[config.mk]
export PLATFORM = sky130hd
export DESIGN_NAME = nibble_serial_adder_ctrl
export DESIGN_NICKNAME = d
export VERILOG_FILES = /design/src/rtl/nibble_serial_adder_ctrl.sv
export SDC_FILE = /design/constraint.sdc
export NUM_CORES = 1
export LEC_CHECK = 0
export ABC_AREA = 0
export ABC_CLOCK_PERIOD_IN_PS = 1600
export CORE_MARGIN = 2
export CORE_UTILIZATION = 35
export CTS_BUF_LIST = sky130_fd_sc_hd__clkbuf_4
export DETAILED_ROUTE_END_ITERATION = 10
export GPL_ROUTABILITY_DRIVEN = 0
export PLACE_DENSITY_LB_ADDON = 0.1
export SYNTH_ARGS = -nofsm -noshare
export SYNTH_HDL_FRONTEND = slang
export SYNTH_SLANG_ARGS = --single-unit
[constraint.sdc]
create_clock -name clk -period 1.6 [get_ports clk]
set_input_delay 0.16 -clock clk [delete_from_list [all_inputs] [get_ports clk]]
set_output_delay 0.16 -clock clk [all_outputs]
set_load 0.02 [all_outputs]
[src/rtl/nibble_serial_adder_ctrl.sv]
// Serial adder sequencer: streams WIDTH-bit operands through an external 4-bit adder
// slice, LSB nibble first. The signed-overflow flag is built only with SERADD_OVF_EN.
module nibble_serial_adder_ctrl #(
  parameter int unsigned WIDTH = 16
) (
  input  logic             clk,
  input  logic             rst,
  input  logic             in_valid,
  output logic             in_ready,
  input  logic [WIDTH-1:0] in_a,
  input  logic [WIDTH-1:0] in_b,
  input  logic             in_cin,
  output logic [3:0]       cla_a,
  output logic [3:0]       cla_b,
  output logic             cla_cin,
  input  logic [3:0]       cla_sum,
  input  logic             cla_cout,
  output logic             out_valid,
  input  logic             out_ready,
  output logic [WIDTH-1:0] out_sum,
  output logic             out_cout,
  output logic             out_ovf
);

  localparam int unsigned NIB  = WIDTH / 4;
  localparam int unsigned IdxW = $clog2(NIB);
  localparam logic [IdxW-1:0] LastIdx = IdxW'(NIB - 1);

  typedef enum logic [1:0] {StIdle, StRun, StDone} state_e;

  state_e           state_q, state_d;
  logic [IdxW-1:0]  idx_q, idx_d;
  logic [WIDTH-1:0] a_q, a_d;
  logic [WIDTH-1:0] b_q, b_d;
  logic [WIDTH-1:0] sum_q, sum_d;
  logic             carry_q, carry_d;
  logic             run;

  assign run = (state_q == StRun);

  always_comb begin
    cla_a   = 4'h0;
    cla_b   = 4'h0;
    cla_cin = 1'b0;
    if (run) begin
      cla_a   = a_q[{idx_q, 2'b00} +: 4];
      cla_b   = b_q[{idx_q, 2'b00} +: 4];
      cla_cin = carry_q;
    end
  end

  always_comb begin
    state_d = state_q;
    idx_d   = idx_q;
    a_d     = a_q;
    b_d     = b_q;
    sum_d   = sum_q;
    carry_d = carry_q;
    unique case (state_q)
      StIdle: begin
        if (in_valid) begin
          a_d     = in_a;
          b_d     = in_b;
          carry_d = in_cin;
          idx_d   = '0;
          state_d = StRun;
        end
      end
      StRun: begin
        sum_d[{idx_q, 2'b00} +: 4] = cla_sum;
        carry_d = cla_cout;
        // idx parks on the last nibble rather than wrapping
        if (idx_q == LastIdx) begin
          state_d = StDone;
        end else begin
          idx_d = idx_q + 1'b1;
        end
      end
      StDone: begin
        if (out_ready) begin
          state_d = StIdle;
        end
      end
      default: state_d = StIdle;
    endcase
  end

  always_ff @(posedge clk or posedge rst) begin
    if (rst) begin
      state_q <= StIdle;
      idx_q   <= '0;
      a_q     <= '0;
      b_q     <= '0;
      sum_q   <= '0;
      carry_q <= 1'b0;
    end else begin
      state_q <= state_d;
      idx_q   <= idx_d;
      a_q     <= a_d;
      b_q     <= b_d;
      sum_q   <= sum_d;
      carry_q <= carry_d;
    end
  end

`ifdef SERADD_OVF_EN
  logic ovf_q, ovf_d;

  // Signed overflow = carry into the top bit XOR carry out of it, recovered from the slice.
  always_comb begin
    ovf_d = ovf_q;
    if ((state_q == StIdle) && in_valid) begin
      ovf_d = 1'b0;
    end else if (run && (idx_q == LastIdx)) begin
      ovf_d = (cla_a[3] ^ cla_b[3] ^ cla_sum[3]) ^ cla_cout;
    end
  end

  always_ff @(posedge clk or posedge rst) begin
    if (rst) begin
      ovf_q <= 1'b0;
    end else begin
      ovf_q <= ovf_d;
    end
  end

  assign out_ovf = (state_q == StDone) ? ovf_q : 1'b0;
`else
  assign out_ovf = 1'b0;
`endif

  assign in_ready  = (state_q == StIdle);
  assign out_valid = (state_q == StDone);
  assign out_sum   = out_valid ? sum_q : '0;
  assign out_cout  = out_valid ? carry_q : 1'b0;

endmodule

==> reports/metrics.cfg, run 1 <==
[critical_path]
cp.required_ns=1.44
worst_setup_path_start_kind=register
critPathMaxStageDelay_ns=0.50
critical_path_class=reg2out
arrival_ns=1.71
cpLargestDelayFamily=multiplexers
worst-path-max-fanout=8
cp_num_buf_inv=2
timing.critical_path.slowest_stage_cell=mux4_2
timing.critical_path.to_type=output port
crit_chain=buf_12 -> mux4_2 -> nor2b_4 -> buf_6

[logic_synthesis]
synthDominantCellAreaShare=0.5052
syn_avg_cell_area_sq_um=13.39
post-synth-top-count-cell=dfrtp_1
syn_nets=243
synthTopCellsByArea=dfrtp_1 51%, mux2_2 13%, mux4_2 4.3%, and2_1 3.8%, mux4_1 3.0%
area_fraction_in_compound_gates_after_synthesis=0.05148
post_synth_mux_area_share=0.2145
synth_xor_area_frac=0
seq_area_frac_synth=0.5052
synthAdderAreaFrac=0.02383
yosys.area.top_type=dfrtp_1
async_reset_ff_frac=1.000
synth-edff-count=0
netlist_top_cells_count=53 x dfrtp_1, 30 x mux2_2, 17 x nand2_1, 16 x and2_1, 12 x o21ai_0
yosys_warnings=0
post_synth_instance_area_sq_mm=0.002625
synth_cell_type_count=28
synthSimpleGateAreaFrac=0.1649
ys_dominant_reg_cell=dfrtp_1
post_synth_inst_count=196
ys_seq_elements=53
synth_top_family_by_area=multiplexers

[final_layout]
final_layout_size_suffix_gt1_frac=0.5248
stdcell_area_sq_mm=0.004174
area.growth.synth_to_final_pct=59.01
nNetsFinal=349
total_inserted_antenna_cells=0
postLayoutCoreUtil=0.5755
final_non_filler_cells=402

[timing]
final_max_slew_viol_count=0
finalWorstSetupSlack_ns=-0.2667
fin_worst_skew_ns=0.01718
timing.final.setup_violations=63
fin_crit_sh=1.167
fmax_mhz=535.7
hold_violations=0
timing.setup.tns_ns=-5.181
final_period_minus_worst_setup_slack_ns=1.867
grt_setup_unrepaired=yes

[job]
timing.max_cap.violations=0

[pwr]
ir_drop_mv=0.9393
power_leakage_nw=1.893
power_density_mw_per_mm2=1912
report.power.total_mw=7.979

[placement]
detailed_place_hpwl_um=4164
io_buffer_count=69
total_placed_cells_including_tap_cells=377
place_area_sq_mm=0.003562

[clock_network]
clock_sinks=53
maximum_buffer_depth_of_the_clock_tree=2
htreeDepth=2
cts_tree=done
clockRootBuffer=clkbuf_4
hold_bufs_inserted_after_cts=0
cts_buffer_count=5
clkLatencyLatePin_ns=0.37
clkTransAtPathRegs_ns=0.16

[die]
fp.dieH_um=90.60
start_util=0.3619
placement_rows=31
core_outline_area_sq_mm=0.007253
die_width_um=90.60
die_outline_area_sq_mm=0.008208
io_pins=71

[run_status]
failed_checks=negative setup slack
status=complete, but fails checks

[drt]
vias_per_cell=4.769
post_drt_wl_per_cell_um=16.67
via_count=1917
route.final.wire_length_um=6700
drt_pass1_iterations=4
first_iter_violations=65
remaining_drc_errors=0
postRouteAntennaNets=0

[global_routing]
initial_antenna_violation_count=0
maximum_number_of_pins_on_one_net_before_global_route_repair=34
grt_pass1_wl_um=9998
via_count_of_the_first_global_routing_pass=2001
track_usage=0.1537
overflow=0

[worst_hold_path]
holdCritPathClass=in2async

state kept, by name, summed over array words and instances (netlist names):
signal / count
a_q: 16
b_q: 16
carry_q: 1
idx_q: 2
state_q: 2
sum_q: 16
per-layer routing:
layer / global-route usage / vias up / share of wire
li1: - / 902 / -
met4: 0.05256 / 0 / 0.015
met3: 0.03756 / 10 / 0.046
met2: 0.2369 / 59 / 0.46
met5: 0 / - / 0
met1: 0.2119 / 946 / 0.48
report_power, final:
group | switching [mW] | internal (mW) | total [mW]
clock | 0.409 | 0.204 | 0.614
combinational | 1.94 | 3.03 | 4.97
sequential | 0.401 | 2.00 | 2.40
cell families after synthesis:
logic type,after synthesis
compound gates,21
fa+ha+maj,5
buf+inv,15
flops,53
mux,41
other cells,1
simple gates,60
what timing repair did:
| action | CTS | global route |
|---|---|---|
| setup endpoints to repair | 45 | 76 |
| gates resized for setup | 169 | 102 |
| gates cloned | 2 | 5 |
| setup buffers | 7 | 4 |
| pin swaps | 7 | 24 |
| hold endpoints to repair | 0 | 0 |
area by class of cell:
| cell class | count | area, sq um |
|---|---|---|
| well taps | 99 | 123.9 |
| fillers | 612 | 3079 |
| inverters | 6 | 35.03 |
| clock inverters | 1 | 3.754 |
| repair buffers | 105 | 1141 |
| clock buffers | 7 | 52.55 |
| multi-input cells | 131 | 1489 |
| flip-flops and latches | 53 | 1329 |
layout by cell type (no fill, tap or decap), types with 8 or more instances in the layout:
cell type,netlist,final
dfrtp_1,53,51
and2_4,0,14
o21ai_1,0,8
clkdlybuf4s50_1,0,41
nand2_1,17,17
mux4_2,5,8
a22o_1,8,8
buf_6,3,34
buf_4,4,21
mux2_4,0,33
per-stage QoR:
step	setup WS [ns]	hold WS, ns
floorplan	0.02929	0.2673
CTS	-0.2913	0.04750
finish	-0.2667	0.04897
detailed placement	-0.3517	0.4720
global route	-0.3391	0.06185
global placement	-0.3629	0.4646
worst paths after layout:
path	depth (start not counted)	end	startpoint	slack (ns)
min	2	state_q[0]$_DFFE_PP0P_	rst	0.05
min reg2reg	2	sum_q[4]$_DFFE_PP0P_	sum_q[4]$_DFFE_PP0P_	0.50
max reg2reg	6	b_q[1]$_DFFE_PP0P_	state_q[0]$_DFFE_PP0P_	-0.10
max	4	cla_b[2]	idx_q[0]$_DFFE_PP0P_	-0.27
min in group clk	2	state_q[1]$_DFFE_PP0P_	out_ready	0.37
max in group asynchronous	3	b_q[14]$_DFFE_PP0P_	rst	0.99
worst reg2reg max path, cell delays in order (launching register included):
cell and delay (ns):
dfrtp_1 0.45, buf_6 0.14, buf_6 0.12, nor3b_4 0.24, buf_6 0.17, clkbuf_16 0.17
mux2_4 0.30
(Power assumes the default switching activity.)
==> inputs of run 2 (changes only) <==
--- a/config.mk
+++ b/config.mk
@@ -7,12 +7,14 @@
 export LEC_CHECK = 0
 export ABC_AREA = 0
 export ABC_CLOCK_PERIOD_IN_PS = 1600
+export CAP_MARGIN = 20
 export CORE_MARGIN = 2
 export CORE_UTILIZATION = 35
 export CTS_BUF_LIST = sky130_fd_sc_hd__clkbuf_4
 export DETAILED_ROUTE_END_ITERATION = 10
 export GPL_ROUTABILITY_DRIVEN = 0
 export PLACE_DENSITY_LB_ADDON = 0.1
+export SETUP_SLACK_MARGIN = 0.05
 export SYNTH_ARGS = -nofsm -noshare
 export SYNTH_HDL_FRONTEND = slang
 export SYNTH_SLANG_ARGS = --single-unit
==> reports/metrics.cfg, run 2 (synthesis gave the netlist of run 1 again) <==
[pwr]
combinational_share_of_power=0.631
power_density_mw_per_mm2=1901
internal-power_mw=5.284
ir_drop_mv=0.9003
power_leakage_nw=1.922
switching_power_summed_over_all_nets_mw=2.778
swShare=0.3445
sequentialPowerShare=0.294
clockPowerShare=0.075

[final_layout]
top_regs=a_q (16), b_q (16), sum_q (16)
final_layout_size_suffix_gt1_frac=0.5390
total_inserted_antenna_cells=0
area.growth.synth_to_final_pct=61.53
stdcell_area_sq_mm=0.004240
layout_common_cells=52 x dfrtp_1, 41 x clkdlybuf4s50_1, 35 x buf_6, 33 x mux2_4, 21 x buf_4
layout.cells.most_common=dfrtp_1
postLayoutCoreUtil=0.5846
nNetsFinal=354

[clock_network]
clock_sinks=53
clockRootBuffer=clkbuf_4
clkLatencyLatePin_ns=0.37
maximum_buffer_depth_of_the_clock_tree=2
cts_buffer_count=5
clkTransAtPathRegs_ns=0.16
hold_bufs_inserted_after_cts=0
cts_tree=done
htreeDepth=2

[timing]
timing.final.setup_violations=63
fin_worst_skew_ns=0.01405
fmax_mhz=539.2
hold_violations=0
fin_crit_sh=1.159
final_period_minus_worst_setup_slack_ns=1.855
hold_ws_ns=0.1875
finalWorstSetupSlack_ns=-0.2546
grt_setup_unrepaired=yes
final_max_slew_viol_count=0

[critical_path]
critical_path.startpoint=idx_q[0]$_DFFE_PP0P_
worst-path-max-fanout=5
cp.required_ns=1.44
timing.critical_path.to_type=output port
worst_r2r_startpoint=idx_q[0]$_DFFE_PP0P_
critical_path_class=reg2out
worst_setup_path_start_kind=register
arrival_ns=1.69

[die]
placement_rows=31
die_outline_area_sq_mm=0.008208
fp.dieH_um=90.60
start_util=0.3619
io_pins=71
core_outline_area_sq_mm=0.007253
die_width_um=90.60

[placement]
place_area_sq_mm=0.003551
detailed_place_hpwl_um=3931
io_buffer_count=69

[global_routing]
track_usage=0.1443
grt_pass1_wl_um=9577
maximum_number_of_pins_on_one_net_before_global_route_repair=54
via_count_of_the_first_global_routing_pass=1955
overflow=0
initial_antenna_violation_count=0

[drt]
remaining_drc_errors=0
post_drt_wl_per_cell_um=15.87
drt_pass1_iterations=4
route.final.wire_length_um=6458
via_count=1898
vias_per_cell=4.663
first_iter_violations=104
postRouteAntennaNets=0

[run_status]
failed_checks=negative setup slack
status=complete, but fails checks

[job]
timing.max_cap.violations=0

[worst_hold_path]
holdCritPathClass=in2async

[run 2: power by group through the flow]
stage	Sequential [mW]	Combinational (mW)	Clock (mW)
floorplan	2.26	2.35	0
global route	2.45	5.40	0.686
CTS	2.34	3.84	0.620
finish	2.37	5.09	0.601
global placement	2.41	3.35	0
detailed placement	2.42	3.39	0
[run 2: final cells by class]
| cell class | instances | area (sq um) |
|---|---|---|
| inverter | 6 | 41.29 |
| tap | 99 | 123.9 |
| timing repair buffer | 110 | 1197 |
| fill | 622 | 3013 |
| sequential | 53 | 1328 |
| clock buffer | 6 | 45.04 |
| clock inverter | 2 | 10.01 |
| multi-input combinational | 131 | 1495 |
[run 2: worst max-delay path, cell delays in order, from the launching register on]
cell and delay [ns]:
dfrtp_2 0.44, buf_12 0.13, mux4_2 0.48, nor2b_1 0.14
buf_4 0.15
[run 2: repair_timing]
item	4_1_cts	5_1_grt
cloned	0	7
gates resized for setup	168	108
pin swaps	13	31
setup buffers	6	11
endpoints found under the setup margin	47	77
[run 2: final timing paths]
kind	cells after the start	to	slack, ns
max	4	cla_a[1]	-0.25
min	3	carry_q$_DFFE_PP0P_	0.19
max reg2reg	8	sum_q[3]$_DFFE_PP0P_	-0.16
min reg2reg	2	sum_q[7]$_DFFE_PP0P_	0.51
max in group asynchronous	3	idx_q[0]$_DFFE_PP0P_	1.15
min in group clk	2	state_q[1]$_DFFE_PP0P_	0.36
[run 2: metal layers]
layer	share of wire	wire length, um	GRT usage	vias to the layer above
met5	0	0	0	-
met4	0.0091	59	0.03846	0
met3	0.047	304	0.04174	5
met2	0.45	2923	0.2239	48
met1	0.49	3171	0.1983	937
li1	-	-	-	908
[run 2: per-stage QoR]
stage / setup TNS (ns) / setup WS (ns) / power (mW) / instances
finish: -4.755 / -0.2546 / 8.062 / 407
global route: -9.577 / -0.3261 / 8.532 / 407
CTS: -3.032 / -0.2931 / 6.797 / 389
detailed placement: -7.140 / -0.3682 / 5.810 / 375
global placement: -7.082 / -0.3581 / 5.763 / 375
floorplan: 0 / 0.05137 / 4.606 / 196
